==> src/rtl/audio_i2s_slave.sv <==
// Slave-side I2S port: resynchronises external BCLK/LRCK/SDIN into the fabric
// clock domain, deserialises left/right ADC words, serialises DAC words onto
// SDOUT, and tracks frame timing to qualify received words with LOCKED.
module audio_i2s_slave #(
  parameter int unsigned DATA_BITS = 24
) (
  input  logic                 CLK,
  input  logic                 RESET_N,
  input  logic                 BCLK,
  input  logic                 LRCK,
  input  logic                 SDIN,
  output logic                 SDOUT,
  input  logic [DATA_BITS-1:0] TX_LEFT,
  input  logic [DATA_BITS-1:0] TX_RIGHT,
  output logic                 TX_ACK,
  output logic [DATA_BITS-1:0] RX_LEFT,
  output logic [DATA_BITS-1:0] RX_RIGHT,
  output logic                 RX_VALID,
  output logic                 LOCKED,
  output logic                 FRAME_ERR
);

  localparam int unsigned CW = $clog2(2 * DATA_BITS + 1);
  localparam logic [CW-1:0] CNT_MAX  = CW'(2 * DATA_BITS);
  localparam logic [CW-1:0] CNT_GOOD = CW'(DATA_BITS - 1);

  // Lock tracking: ST_ARM is the post-reset state where the first change edge
  // only arms checking; ST_GOOD1 means one good change edge seen so far.
  typedef enum logic [1:0] {
    ST_ARM,
    ST_HUNT,
    ST_GOOD1,
    ST_LOCK
  } lock_state_t;

  lock_state_t state, state_nx;

  logic [1:0]           bclk_sync, lr_sync, d_sync;
  logic                 bclk_dly;
  logic                 rise, fall, lr, d, change, good;
  logic                 lr_prev;
  logic [CW-1:0]        bit_cnt;
  logic [DATA_BITS-1:0] rx_sr, rx_word, left_hold;
  logic [DATA_BITS-1:0] tx_sr, tx_hold;
  logic                 word_ok, word_bad;

  // Two-flop synchronisers for the external pins plus a delayed BCLK copy for edge detection
  always_ff @(posedge CLK or negedge RESET_N) begin
    if (!RESET_N) begin
      bclk_sync <= '0;
      lr_sync   <= '0;
      d_sync    <= '0;
      bclk_dly  <= 1'b0;
    end else begin
      bclk_sync <= {bclk_sync[0], BCLK};
      lr_sync   <= {lr_sync[0], LRCK};
      d_sync    <= {d_sync[0], SDIN};
      bclk_dly  <= bclk_sync[1];
    end
  end

  assign rise    = bclk_sync[1] & ~bclk_dly;
  assign fall    = ~bclk_sync[1] & bclk_dly;
  assign lr      = lr_sync[1];
  assign d       = d_sync[1];
  assign change  = rise & (lr != lr_prev);
  assign good    = (bit_cnt == CNT_GOOD);
  assign rx_word = {rx_sr[DATA_BITS-2:0], d};

  // Lock state register
  always_ff @(posedge CLK or negedge RESET_N) begin
    if (!RESET_N) state <= ST_ARM;
    else          state <= state_nx;
  end

  // Lock next-state: advance only on change edges
  always_comb begin
    state_nx = state;
    if (change) begin
      case (state)
        ST_ARM:   state_nx = ST_HUNT;
        ST_HUNT:  state_nx = good ? ST_GOOD1 : ST_HUNT;
        ST_GOOD1: state_nx = good ? ST_LOCK  : ST_HUNT;
        ST_LOCK:  state_nx = good ? ST_LOCK  : ST_HUNT;
        default:  state_nx = ST_HUNT;
      endcase
    end
  end

  // Lock outputs and change-edge qualification
  always_comb begin
    LOCKED   = (state == ST_LOCK);
    word_ok  = 1'b0;
    word_bad = 1'b0;
    if (change && state != ST_ARM) begin
      word_ok  = good;
      word_bad = !good;
    end
  end

  // Receive shifter, slot bit counter and channel tracking on each BCLK rise
  always_ff @(posedge CLK or negedge RESET_N) begin
    if (!RESET_N) begin
      rx_sr   <= '0;
      bit_cnt <= '0;
      lr_prev <= 1'b0;
    end else if (rise) begin
      rx_sr   <= rx_word;
      lr_prev <= lr;
      if (change)                bit_cnt <= '0;
      else if (bit_cnt != CNT_MAX) bit_cnt <= bit_cnt + 1'b1;
    end
  end

  // Received word capture and presentation; the completed word belongs to lr_prev
  always_ff @(posedge CLK or negedge RESET_N) begin
    if (!RESET_N) begin
      left_hold <= '0;
      RX_LEFT   <= '0;
      RX_RIGHT  <= '0;
      RX_VALID  <= 1'b0;
      FRAME_ERR <= 1'b0;
    end else begin
      RX_VALID  <= 1'b0;
      FRAME_ERR <= word_bad;
      if (word_ok && !lr_prev) left_hold <= rx_word;
      if (word_ok && lr_prev && LOCKED) begin
        RX_LEFT  <= left_hold;
        RX_RIGHT <= rx_word;
        RX_VALID <= 1'b1;
      end
    end
  end

  // Transmit: load words on change edges, shift MSB-first out on each BCLK fall
  always_ff @(posedge CLK or negedge RESET_N) begin
    if (!RESET_N) begin
      tx_sr   <= '0;
      tx_hold <= '0;
      SDOUT   <= 1'b0;
      TX_ACK  <= 1'b0;
    end else begin
      TX_ACK <= 1'b0;
      if (change && !lr) begin
        tx_hold <= TX_RIGHT;
        tx_sr   <= TX_LEFT;
        TX_ACK  <= 1'b1;
      end else if (change) begin
        tx_sr <= tx_hold;
      end else if (fall) begin
        SDOUT <= tx_sr[DATA_BITS-1];
        tx_sr <= {tx_sr[DATA_BITS-2:0], 1'b0};
      end
    end
  end

endmodule

==> config.mk <==
export PLATFORM = sky130hd
export DESIGN_NAME = audio_i2s_slave
export DESIGN_NICKNAME = d
export VERILOG_FILES = /design/src/rtl/audio_i2s_slave.sv
export SDC_FILE = /design/constraint.sdc
export NUM_CORES = 1
export LEC_CHECK = 0
export BUFFER_PORTS_ARGS = -buffer_cell sky130_fd_sc_hd__clkbuf_2
export CAP_MARGIN = 40
export CORE_ASPECT_RATIO = 1.5
export CORE_MARGIN = 5
export CORE_UTILIZATION = 60
export CTS_BUF_LIST = sky130_fd_sc_hd__clkbuf_4 sky130_fd_sc_hd__clkbuf_8 sky130_fd_sc_hd__clkbuf_16
export DETAILED_ROUTE_END_ITERATION = 10
export PLACE_DENSITY_LB_ADDON = 0.1
export SYNTH_ARGS = -nofsm -noshare
export SYNTH_HDL_FRONTEND = slang
export SYNTH_SLANG_ARGS = --single-unit
==> constraint.sdc <==
create_clock -name CLK -period 4.05 [get_ports CLK]
set_clock_uncertainty 0.05 [all_clocks]
set_input_delay 1.215 -clock CLK [delete_from_list [all_inputs] [get_ports CLK]]
set_output_delay 1.215 -clock CLK [all_outputs]
set_load 0.02 [all_outputs]
# Yosys cells after proc, flatten, opt, wreduce, memory -nomap -nowiden
# Index checks and enable logic that the tools add are counted.
# op_classes
addsub,1
n_eq_ne,6
muxes,12
bitwise,7
reduce_logical,15
# ops
operator,count
$mux W24,3
$mux W6,2
$add A6 B1 Y6 const B,1
$eq A6 B5 Y1 const B,1
$ne A6 B6 Y1 const B,1
$pmux W2 S3,1
$logic_and A1 B1 Y1,5
$eq A2 B2 Y1 const B,2
$mux W1,4
$mux W2,2
$not A1 Y1,4
$reduce_bool A2 Y1,2
$and A1 B1 Y1,3
$logic_not A1 Y1,3
$reduce_and A3 Y1,1
$reduce_bool A3 Y1,1
$eq A2 B1 Y1 const B,1
$logic_not A2 Y1,1
$reduce_and A2 Y1,1
$reduce_or A2 Y1,1
$ne A1 B1 Y1,1
# word_totals
register_bits,163
out_inout_bits,53

# Depth between registers and ports, before layout
# Gate-level depths: netlist (run 1).
# depth
ltp_word,8
depth_mapped,8

# Worst setup path before layout (run 1)
# Ideal clock, no wire load.
# synth_timing
kind,flip-flop to flip-flop
startpoint,register lr_prev
endpoint,register left_hold[10]
setup_time_ns,0.127
t_arrival_ns,1.715
t_required_ns,3.873
setup_slack_ns,2.158
stages_incl_launch_ff,8
synth_period_minus_slack_ns,1.892
cell_sequence,dfrtp_1 buf_4 nor2b_1 clkbuf_1 o21ai_2 nor4_4 buf_6 mux2_1
# synth_between
elab_chain_len,5
# synth_lines
item,line_no,rtl
start: declaration,41,logic lr_prev;
start signal: assignment,109,lr_prev <= lr;
$ne A1 B1 Y1,66,assign change = rise & (lr != lr_prev);
$and A1 B1 Y1,66,
$logic_and A1 B1 Y1,95,if (change && state != ST_ARM) begin
$mux W1,95,
$logic_and A1 B1 Y1 (*),126,if (word_ok && !lr_prev) left_hold <= rx_word;
end signal: assignment,126,
end: declaration,43,"logic [DATA_BITS-1:0] rx_sr, rx_word, left_hold;"
# Mark *: on every way between the ends. The rest lies on a longest branch, timed or not.
# A chain may end at the register's enable or synchronous reset.

# Worst setup path in the final report (run 1)
# layout_timing
startpoint,register state[0]
endpoint,output LOCKED
# layout_between
elab_chain_len,1
# layout_lines
item,line_no,rtl
start: declaration,36,"lock_state_t state, state_nx;"
start signal: assignment,73,else state <= state_nx;
$eq A2 B2 Y1,92,LOCKED = (state == ST_LOCK);
end: declaration,19,"output logic LOCKED,"
# No other way between the ends.

==> results of run 1 <==
## layer usage
layer / GRT usage (%) / vias to the layer above
li1: - / 2075
met1: 26.8 / 2111
met2: 35.8 / 115
met3: 4.67 / 14
met4: 6.58 / 0
met5: 0 / -
## worst register-to-register path: stages (launching register included)
cell,delay [ps]
sky130_fd_sc_hd__dfrtp_1,470
sky130_fd_sc_hd__nor2b_2,220
sky130_fd_sc_hd__buf_4,360
sky130_fd_sc_hd__o21ai_2,170
sky130_fd_sc_hd__nor4_4,150
sky130_fd_sc_hd__buf_4,370
sky130_fd_sc_hd__mux2_2,390
## synthesized netlist by cell type (2+ instances only)
cell / number
sky130_fd_sc_hd__a21oi_1: 8
sky130_fd_sc_hd__a22oi_1: 21
sky130_fd_sc_hd__buf_1: 2
sky130_fd_sc_hd__buf_2: 5
sky130_fd_sc_hd__buf_4: 3
sky130_fd_sc_hd__buf_6: 4
sky130_fd_sc_hd__clkbuf_1: 19
sky130_fd_sc_hd__dfrtp_1: 163
sky130_fd_sc_hd__ha_1: 2
sky130_fd_sc_hd__inv_1: 6
sky130_fd_sc_hd__mux2_1: 20
sky130_fd_sc_hd__mux2_2: 54
sky130_fd_sc_hd__mux2i_1: 21
sky130_fd_sc_hd__nand2_1: 147
sky130_fd_sc_hd__nand2b_1: 5
sky130_fd_sc_hd__nand4_1: 2
sky130_fd_sc_hd__nor2_1: 5
sky130_fd_sc_hd__nor2b_1: 4
sky130_fd_sc_hd__nor3_1: 2
sky130_fd_sc_hd__o21ai_0: 6
sky130_fd_sc_hd__o22a_1: 2
sky130_fd_sc_hd__o22ai_1: 23
sky130_fd_sc_hd__o32ai_1: 2
sky130_fd_sc_hd__xor2_1: 3
## final timing paths
| check | to | slack (ps) | startpoint |
|---|---|---|---|
| max | LOCKED | 1530 | state[0]$_DFFE_PN0N_ |
| min | bclk_sync[1]$_DFF_PN0_ | 300 | bclk_sync[0]$_DFF_PN0_ |
| max reg2reg | left_hold[23]$_DFFE_PN0P_ | 1760 | bclk_sync[1]$_DFF_PN0_ |
| min reg2reg | bclk_sync[1]$_DFF_PN0_ | 300 | bclk_sync[0]$_DFF_PN0_ |
| max in group asynchronous | rx_sr[21]$_DFFE_PN0P_ | 2210 | RESET_N |
| min in group asynchronous | RX_RIGHT[7]$_DFFE_PN0P_ | 760 | RESET_N |
## report_power, final
part	internal [mW]	switching, mW	leakage (nW)
registers	1.85	0.152	2.15
clock network	0.858	0.652	0.271
logic	0.193	0.241	1.64
## state kept, by name, indices dropped and copies added (netlist names), 2 cells and up
register and cells:
left_hold 24, tx_hold 24, rx_sr 23, lr_sync 2
RX_LEFT 24, tx_sr 24, state 2, d_sync 2
bit_cnt 6, bclk_sync 2, RX_RIGHT 24
## cell families (layout without fill, tap and decap cells)
group | after synthesis | in the layout | synth area share, %
adder cells (fa/ha/maj) | 2 | 2 | 0.382
XOR/XNOR | 3 | 3 | 0.401
buffers and inverters | 40 | 156 | 3.02
flip-flops | 163 | 163 | 62.3
multiplexers | 95 | 95 | 15.9
AND/OR/NAND/NOR | 173 | 173 | 11.1
AO/OA/AOI/OAI | 67 | 67 | 6.88
## cell type report
class                      count  area [sq um]  share of cell area [%]
multi-input combinational    340          2290                    29.5
tap                          144           180                    2.31
sequential                   163          4080                    52.4
timing repair buffer         117           647                    8.31
clock inverter                14           125                    1.61
inverter                       7          26.3                   0.338
clock buffer                  18           433                    5.56
## stage by stage
stage	power (mW)	setup slack (ps)
final	3.94	1530
after floorplan	2.29	2160
after detailed placement	2.46	1750
after CTS	3.98	1510
after global placement	2.43	1760
after global routing	4.13	1480
==> tab_implementation.tex, run 1 <==
\begin{tabular}{lr}
\hline
Metric & Value \\
\hline
\multicolumn{2}{l}{\textbf{Synth}} \\
Share of Yosys cell area claimed by the top area cell type & 62.3\% \\
Cell taking the most area after synthesis & sky130\_fd\_sc\_hd\_\_dfrtp\_1 \\
Count of yosys warnings during synthesis & 0 \\
Post-synthesis async set-or-reset flop share & 100\% \\
Ys flop type & sky130\_fd\_sc\_hd\_\_dfrtp\_1 \\
Dominant cells by area after synthesis & sky130\_fd\_sc\_hd\_\_dfrtp\_1, sky130\_fd\_sc\_hd\_\_mux2\_2, sky130\_fd\_sc\_hd\_\_nand2\_1 \\
Synth Net Count & 598 \\
Proportion of synthesized chip area in sequential cells & 62.3\% \\
Number of enable-type register cells in the synthesized netlist & 0 \\
Summed instance area of the synthesized netlist & 6550 sq um \\
Synth cell types & 38 \\
Instance count of the mapped netlist & 543 \\
Mean instance size in the synthesized netlist & 12.1 sq um \\
Seq cells post-synth & 163 \\
\multicolumn{2}{l}{\textbf{STA}} \\
Final-report hold violation count & 0 \\
Least-Margin Pin Slew & 657 ps \\
Time the final worst path needs with I/O delays and setup & 2520 ps \\
Final clock period utilization by the worst path & 62.2\% \\
Setup repair after global routing missed its margin & false \\
Worst rel slew slack & 56.2\% \\
Final number of setup-violating endpoints & 0 \\
Worst Hold Slack & 300 ps \\
Achievable clock frequency & 397 MHz \\
Sum of negative setup slack & 0 ps \\
Fin. max-slew vios & 0 \\
\multicolumn{2}{l}{\textbf{Clock tree}} \\
Total setup buffers inserted after CTS & 0 \\
TritonCTS sink count & 163 \\
Clk slew on worst S/H paths & 60 ps \\
Resized Gates After CTS & 0 \\
Hold buffers post-CTS & 0 \\
Maximum level of the CTS H-tree & 4 \\
CTS Buf Count & 17 \\
Clock latency on the worst-skew pair & 410 ps \\
CTS max path bufs & 2 \\
CTS Root Cell & sky130\_fd\_sc\_hd\_\_clkbuf\_16 \\
TritonCTS clock tree & done \\
\multicolumn{2}{l}{\textbf{Placement}} \\
Total of buffers placed on input and output ports & 105 \\
Post-detailed-placement half-perimeter wirelength & 8340 um \\
Area post-placement & 7230 sq um \\
RePlAce Congestion & 0.749 \\
Number of placed instances, taps included & 771 \\
\multicolumn{2}{l}{\textbf{Routing}} \\
Total vias in the final route & 4315 \\
Mean routed wirelength per cell & 15.8 um \\
Final routed DRC violation total & 0 \\
Number of detailed-route iterations in the first pass & 4 \\
Via density per instance & 5.37 \\
Count of antenna-violating nets left after detailed routing & 0 \\
Wire length on met3 & 581 um \\
Met1 wire length & 5370 um \\
Wirelength, routed & 12700 um \\
Metal2 WL & 6580 um \\
Highest signal layer in the routed design & met4 \\
Detailed router's first-iteration violation count & 168 \\
\multicolumn{2}{l}{\textbf{Final layout}} \\
Non-filler cells, final & 803 \\
Most common library cell in the layout ignoring fill and taps & sky130\_fd\_sc\_hd\_\_dfrtp\_1 \\
Proportion of layout cells with a drive suffix above 1 & 32.5\% \\
Finished layout cell area & 7780 sq um \\
Most frequent cells in the layout & sky130\_fd\_sc\_hd\_\_dfrtp\_1, sky130\_fd\_sc\_hd\_\_nand2\_1, sky130\_fd\_sc\_hd\_\_clkbuf\_2 \\
Final core utilization & 73.1\% \\
Filler cell count in the final layout & 745 \\
Area added between synthesis and finish & 18.8\% \\
Final antenna diode count & 0 \\
Final \#Nets & 701 \\
\multicolumn{2}{l}{\textbf{Floorplanning}} \\
Number of primary I/O pins & 106 \\
Die Y & 138 um \\
Number of placement rows & 46 \\
Floorplan core area & 10600 sq um \\
Initial core utilization & 61.5\% \\
Die Outline Area & 13200 sq um \\
Die Span X & 95.3 um \\
\multicolumn{2}{l}{\textbf{Run}} \\
Maximum capacitance violations & 0 \\
\multicolumn{2}{l}{\textbf{Setup path}} \\
Cell breakdown of the critical path & nand2\_1 -> inv\_1 -> clkbuf\_2 \\
Kind of cell adding the most delay to the critical path & flip-flops \\
Category of the critical setup timing path & reg -> out \\
Type of element launching the critical path & register \\
Max incr delay on CP & 410 ps \\
CP Capture Type & output pin \\
Slowest cell on crit path & sky130\_fd\_sc\_hd\_\_dfrtp\_1 \\
Buf+Inv Stages, Crit Path & 2 \\
Critical path depth & 3 \\
Endpoint arrival time on the critical path & 1250 ps \\
Depth of the most critical reg-to-reg path & 6 \\
Biggest fanout along the worst timing path & 5 \\
Data required time at the worst endpoint & 2780 ps \\
\multicolumn{2}{l}{\textbf{Global routing}} \\
Wire length of the first global-routing pass & 21600 um \\
Total global-route track usage & 21.1\% \\
Initial antenna violation count & 0 \\
Maximum number of pins on one net before global-route repair & 73 \\
Total congestion overflow after global routing & 0 \\
Number of global-route vias before repair & 4596 \\
\multicolumn{2}{l}{\textbf{Min path}} \\
Worst min-delay path category & reg -> reg \\
Number of cells on the worst hold path & 0 \\
\multicolumn{2}{l}{\textbf{Power}} \\
Power density normalized to cell area & 507 nW/um\^{}2 \\
Leak Pwr & 4.06 nW \\
Peak supply drop & 0.000329 V \\
\multicolumn{2}{l}{\textbf{Outcome}} \\
Result of the run & completed \\
\hline
\end{tabular}
Power figures use the tool's default switching activity.
==> run 2, diff against run 1 <==
--- a/config.mk
+++ b/config.mk
@@ -9,7 +9,7 @@
 export CAP_MARGIN = 40
 export CORE_ASPECT_RATIO = 1.5
 export CORE_MARGIN = 5
-export CORE_UTILIZATION = 60
+export CORE_UTILIZATION = 56
 export CTS_BUF_LIST = sky130_fd_sc_hd__clkbuf_4 sky130_fd_sc_hd__clkbuf_8 sky130_fd_sc_hd__clkbuf_16
 export DETAILED_ROUTE_END_ITERATION = 10
 export PLACE_DENSITY_LB_ADDON = 0.1
==> constraint.sdc (replaced) <==
create_clock -name CLK -period 2.6 [get_ports CLK]
set_clock_uncertainty 0.05 [all_clocks]
set_input_delay 0.78 -clock CLK [delete_from_list [all_inputs] [get_ports CLK]]
set_output_delay 0.78 -clock CLK [all_outputs]
set_load 0.02 [all_outputs]
==> tab_implementation.tex, run 2 (synthesized netlist as in run 1, its figures left out) <==
\begin{tabular}{lr}
\hline
Metric & Value \\
\hline
\multicolumn{2}{l}{\textbf{Power}} \\
Peak supply drop & 0.000519 V \\
Total chip power & 6.28 mW \\
Power density normalized to cell area & 796 nW/um\^{}2 \\
Leak Pwr & 4.11 nW \\
\multicolumn{2}{l}{\textbf{Setup path}} \\
CP Capture Type & register \\
Endpoint arrival time on the critical path & 2320 ps \\
Data required time at the worst endpoint & 2850 ps \\
Category of the critical setup timing path & reg -> reg \\
Cell breakdown of the critical path & ha\_1 -> nand3\_2 -> nor4\_4 -> buf\_4 -> mux2\_2 \\
Slowest cell on crit path & sky130\_fd\_sc\_hd\_\_dfrtp\_1 \\
Max incr delay on CP & 400 ps \\
Biggest fanout along the worst timing path & 24 \\
Type of element launching the critical path & register \\
\multicolumn{2}{l}{\textbf{Placement}} \\
Setup slack at placement & 521 ps \\
Number of placed instances, taps included & 781 \\
Area post-placement & 7290 sq um \\
Total of buffers placed on input and output ports & 105 \\
RePlAce Congestion & 0.820 \\
Post-detailed-placement half-perimeter wirelength & 8750 um \\
\multicolumn{2}{l}{\textbf{Global routing}} \\
Number of global-route vias before repair & 4641 \\
Maximum number of pins on one net before global-route repair & 54 \\
Wire length of the first global-routing pass & 22200 um \\
Total global-route track usage & 19.8\% \\
Total congestion overflow after global routing & 0 \\
Initial antenna violation count & 0 \\
\multicolumn{2}{l}{\textbf{Routing}} \\
Mean routed wirelength per cell & 15.8 um \\
Highest signal layer in the routed design & met4 \\
Final routed DRC violation total & 0 \\
Count of antenna-violating nets left after detailed routing & 0 \\
Metal2 WL & 6670 um \\
Met1 wire length & 5400 um \\
Wirelength, routed & 12800 um \\
Via density per instance & 5.28 \\
Wire length on met3 & 593 um \\
Total vias in the final route & 4295 \\
Number of detailed-route iterations in the first pass & 6 \\
Detailed router's first-iteration violation count & 151 \\
\multicolumn{2}{l}{\textbf{Clock tree}} \\
Clk slew on worst S/H paths & 60 ps \\
TritonCTS clock tree & done \\
CTS Root Cell & sky130\_fd\_sc\_hd\_\_clkbuf\_16 \\
Total setup buffers inserted after CTS & 0 \\
Hold buffers post-CTS & 0 \\
CTS Buf Count & 17 \\
CTS max path bufs & 2 \\
TritonCTS sink count & 163 \\
Maximum level of the CTS H-tree & 4 \\
Clock latency on the worst-skew pair & 410 ps \\
Resized Gates After CTS & 0 \\
\multicolumn{2}{l}{\textbf{STA}} \\
Final number of setup-violating endpoints & 0 \\
Achievable clock frequency & 483 MHz \\
Least-Margin Pin Slew & 597 ps \\
Final clock period utilization by the worst path & 79.6\% \\
Final-report hold violation count & 0 \\
Worst rel slew slack & 60.0\% \\
Time the final worst path needs with I/O delays and setup & 2070 ps \\
Setup repair after global routing missed its margin & false \\
Fin. max-slew vios & 0 \\
Worst Hold Slack & 268 ps \\
Sum of negative setup slack & 0 ps \\
Final setup slack of the worst path & 530 ps \\
\multicolumn{2}{l}{\textbf{Final layout}} \\
Non-filler cells, final & 813 \\
Area added between synthesis and finish & 20.4\% \\
Proportion of layout cells with a drive suffix above 1 & 32.9\% \\
Final antenna diode count & 0 \\
Final \#Nets & 705 \\
Finished layout cell area & 7890 sq um \\
Most common library cell in the layout ignoring fill and taps & sky130\_fd\_sc\_hd\_\_dfrtp\_1 \\
Most frequent cells in the layout & sky130\_fd\_sc\_hd\_\_dfrtp\_1, sky130\_fd\_sc\_hd\_\_nand2\_1, sky130\_fd\_sc\_hd\_\_clkbuf\_2 \\
Final core utilization & 68.8\% \\
\multicolumn{2}{l}{\textbf{Floorplanning}} \\
Die Span X & 98.3 um \\
Initial core utilization & 57.1\% \\
Die Y & 142 um \\
Floorplan core area & 11500 sq um \\
Die Outline Area & 14000 sq um \\
Number of primary I/O pins & 106 \\
Number of placement rows & 48 \\
\multicolumn{2}{l}{\textbf{Run}} \\
Maximum capacitance violations & 0 \\
\multicolumn{2}{l}{\textbf{Outcome}} \\
Result of the run & completed \\
\multicolumn{2}{l}{\textbf{Min path}} \\
Worst min-delay path category & in -> async \\
\hline
\end{tabular}
## run 2: worst max-delay path: cells and delay by family, from the launching register on
family / cells / cell delay [ps]
flops: 1 / 400
buf+inv: 1 / 360
fa+ha+maj: 1 / 260
simple gates: 2 / 490
mux: 1 / 380
## run 2: power by group
part | switching (mW) | internal (mW) | total, mW
combinational | 0.370 | 0.308 | 0.678
clock | 1.02 | 1.47 | 2.49
sequential | 0.234 | 2.88 | 3.11
total | 1.62 | 4.65 | 6.28
## run 2: layout make-up
class	instances	area (sq um)
clock inverters	13	150
inverters	7	26.3
repair buffers	121	702
multi-input cells	340	2290
clock buffers	19	447
flip-flops and latches	163	4080
fillers	850	3580
well taps	150	188
## run 2: metal layers
metal | up-vias | track usage [%]
met4 | 0 | 7.19
li1 | 2075 | -
met2 | 109 | 34.0
met5 | - | 0
met1 | 2098 | 24.7
met3 | 13 | 4.41
## run 2: worst paths after layout
kind                                        start                        to  cells past startpoint  slack [ps]
max reg2reg                bit_cnt[0]$_DFFE_PN0P_  left_hold[2]$_DFFE_PN0P_                      5         530
min in group CLK             lr_sync[0]$_DFF_PN0_      lr_sync[1]$_DFF_PN0_                      0         300
min reg2reg                  lr_sync[0]$_DFF_PN0_      lr_sync[1]$_DFF_PN0_                      0         300
max                        bit_cnt[0]$_DFFE_PN0P_  left_hold[2]$_DFFE_PN0P_                      5         530
max in group asynchronous                 RESET_N      tx_sr[2]$_DFFE_PN0P_                      2        1530
min                                       RESET_N   RX_RIGHT[7]$_DFFE_PN0P_                      1         270
==> run 3, diff against run 2 <==
==> constraint.sdc (replaced) <==
create_clock -name CLK -period 2.1 [get_ports CLK]
set_clock_uncertainty 0.05 [all_clocks]
set_input_delay 0.63 -clock CLK [delete_from_list [all_inputs] [get_ports CLK]]
set_output_delay 0.63 -clock CLK [all_outputs]
set_load 0.02 [all_outputs]
==> tab_implementation.tex, run 3 (synthesized netlist as in run 1, its figures left out) <==
\begin{tabular}{lr}
\hline
Metric & Value \\
\hline
\multicolumn{2}{l}{\textbf{Clock tree}} \\
Maximum level of the CTS H-tree & 4 \\
TritonCTS clock tree & done \\
TritonCTS sink count & 163 \\
CTS max path bufs & 2 \\
Clock latency on the worst-skew pair & 410 ps \\
CTS Root Cell & sky130\_fd\_sc\_hd\_\_clkbuf\_16 \\
CTS Buf Count & 17 \\
Total setup buffers inserted after CTS & 0 \\
Clk slew on worst S/H paths & 70 ps \\
\multicolumn{2}{l}{\textbf{Global routing}} \\
Total congestion overflow after global routing & 0 \\
Total global-route track usage & 19.6\% \\
Wire length of the first global-routing pass & 22200 um \\
Number of global-route vias before repair & 4628 \\
Maximum number of pins on one net before global-route repair & 58 \\
Initial antenna violation count & 0 \\
\multicolumn{2}{l}{\textbf{Setup path}} \\
Setup slack, reg-to-reg & 170 ps \\
Data required time at the worst endpoint & 1420 ps \\
Endpoint arrival time on the critical path & 1250 ps \\
Depth of the most critical reg-to-reg path & 5 \\
Type of element launching the critical path & register \\
CP Capture Type & output pin \\
Worst R2R Start & bit\_cnt[3]\$\_DFFE\_PN0P\_ \\
Category of the critical setup timing path & reg -> out \\
Critical path startpoint & state[0]\$\_DFFE\_PN0N\_ \\
Endpoint of the most critical setup path & LOCKED \\
Biggest fanout along the worst timing path & 5 \\
Capturing point of the worst reg2reg path & RX\_RIGHT[22]\$\_DFFE\_PN0P\_ \\
\multicolumn{2}{l}{\textbf{STA}} \\
Worst Hold Slack & 16.7 ps \\
Worst rel slew slack & 73.4\% \\
Achievable clock frequency & 518 MHz \\
Final number of setup-violating endpoints & 0 \\
Final clock period utilization by the worst path & 92.0\% \\
Final-report hold violation count & 0 \\
Sum of negative setup slack & 0 ps \\
Setup repair after global routing missed its margin & false \\
Time the final worst path needs with I/O delays and setup & 1930 ps \\
Least-Margin Pin Slew & 394 ps \\
Fin. max-slew vios & 0 \\
\multicolumn{2}{l}{\textbf{Floorplanning}} \\
Initial core utilization & 57.1\% \\
Die Outline Area & 14000 sq um \\
Number of placement rows & 48 \\
Number of primary I/O pins & 106 \\
Die Y & 142 um \\
Die Span X & 98.3 um \\
Floorplan core area & 11500 sq um \\
\multicolumn{2}{l}{\textbf{Final layout}} \\
Register area & 4080 sq um \\
Filler cell count in the final layout & 853 \\
Area added between synthesis and finish & 20.4\% \\
Most frequent cells in the layout & sky130\_fd\_sc\_hd\_\_dfrtp\_1, sky130\_fd\_sc\_hd\_\_nand2\_1, sky130\_fd\_sc\_hd\_\_clkbuf\_2 \\
Final \#Nets & 708 \\
Most common library cell in the layout ignoring fill and taps & sky130\_fd\_sc\_hd\_\_dfrtp\_1 \\
Proportion of layout cells with a drive suffix above 1 & 33.2\% \\
Final antenna diode count & 0 \\
Area of the multi-input gates & 2300 sq um \\
\multicolumn{2}{l}{\textbf{Routing}} \\
Wirelength, routed & 12600 um \\
Mean routed wirelength per cell & 15.5 um \\
Total vias in the final route & 4378 \\
Count of antenna-violating nets left after detailed routing & 0 \\
Detailed router's first-iteration violation count & 196 \\
Number of detailed-route iterations in the first pass & 4 \\
Final routed DRC violation total & 0 \\
Via density per instance & 5.37 \\
\multicolumn{2}{l}{\textbf{Power}} \\
Total chip power & 7.65 mW \\
Leak Pwr & 4.11 nW \\
Power density normalized to cell area & 969 nW/um\^{}2 \\
Peak supply drop & 0.000757 V \\
\multicolumn{2}{l}{\textbf{Min path}} \\
Worst min-delay path category & in -> async \\
\multicolumn{2}{l}{\textbf{Placement}} \\
RePlAce Congestion & 0.816 \\
Total of buffers placed on input and output ports & 105 \\
Post-detailed-placement half-perimeter wirelength & 8650 um \\
\multicolumn{2}{l}{\textbf{Run}} \\
Maximum capacitance violations & 0 \\
\multicolumn{2}{l}{\textbf{Outcome}} \\
Result of the run & completed \\
\hline
\end{tabular}
run 3: changes by cell type in the layout (fill, tap and decap cells not counted), sizes merged:
cell,before,now
clkinv,7,5
clkbuf,123,122
buf,17,20
inv,10,11
clkinvlp,1,3
bufinv,2,1
run 3: report_power, final:
group	internal [mW]	switching (mW)
combinational	0.387	0.465
clock	1.68	1.27
sequential	3.56	0.281
run 3: how the worst min path moves through the flow:
stage | from | to | slack [ps] | depth (start not counted)
after global routing | RESET_N | left_hold[7]$_DFFE_PN0P_ | 20 | 1
final | RESET_N | left_hold[7]$_DFFE_PN0P_ | 20 | 1
after global placement | bclk_sync[0]$_DFF_PN0_ | bclk_sync[1]$_DFF_PN0_ | 280 | 0
after floorplan | RESET_N | FRAME_ERR$_DFF_PN0_ | 280 | 0
after CTS | RESET_N | RX_LEFT[6]$_DFFE_PN0P_ | 20 | 1
after detailed placement | bclk_sync[0]$_DFF_PN0_ | bclk_sync[1]$_DFF_PN0_ | 290 | 0
run 3: per-layer routing:
layer | GRT usage [%] | wire length [um]
met4 | 6.47 | 157
met2 | 34.3 | 6700
met3 | 4.56 | 534
met1 | 23.9 | 5220
met5 | 0 | 0
run 3: layout make-up:
class                   instances  area share [%]
multi-input cells             340            29.2
clock buffers                  18            5.57
repair buffers                124            9.18
flip-flops and latches        163            51.7
well taps                     150            2.38
inverters                       7           0.333
clock inverters                13            1.60
run 3: critical path: stages (launching register included):
cell and delay (ps):
sky130_fd_sc_hd__dfrtp_1 410, sky130_fd_sc_hd__nand2_1 150, sky130_fd_sc_hd__inv_1 110, sky130_fd_sc_hd__clkbuf_2 170
run 3: through the flow:
stage               area, sq um  util, %  cells  setup slack (ps)
finish                     7890     68.8    815               169
global route               7890     68.8    815              21.5
CTS                        7880     68.7    815              93.3
detailed placement         7310     63.7    784               118
global placement           7310     63.7    784               197
floorplan                  6550        -    543               208
run 3: what timing repair did:
item	CTS	global route
endpoints found under the setup margin	0	17
gates resized for setup	0	3
hold buffers	0	0
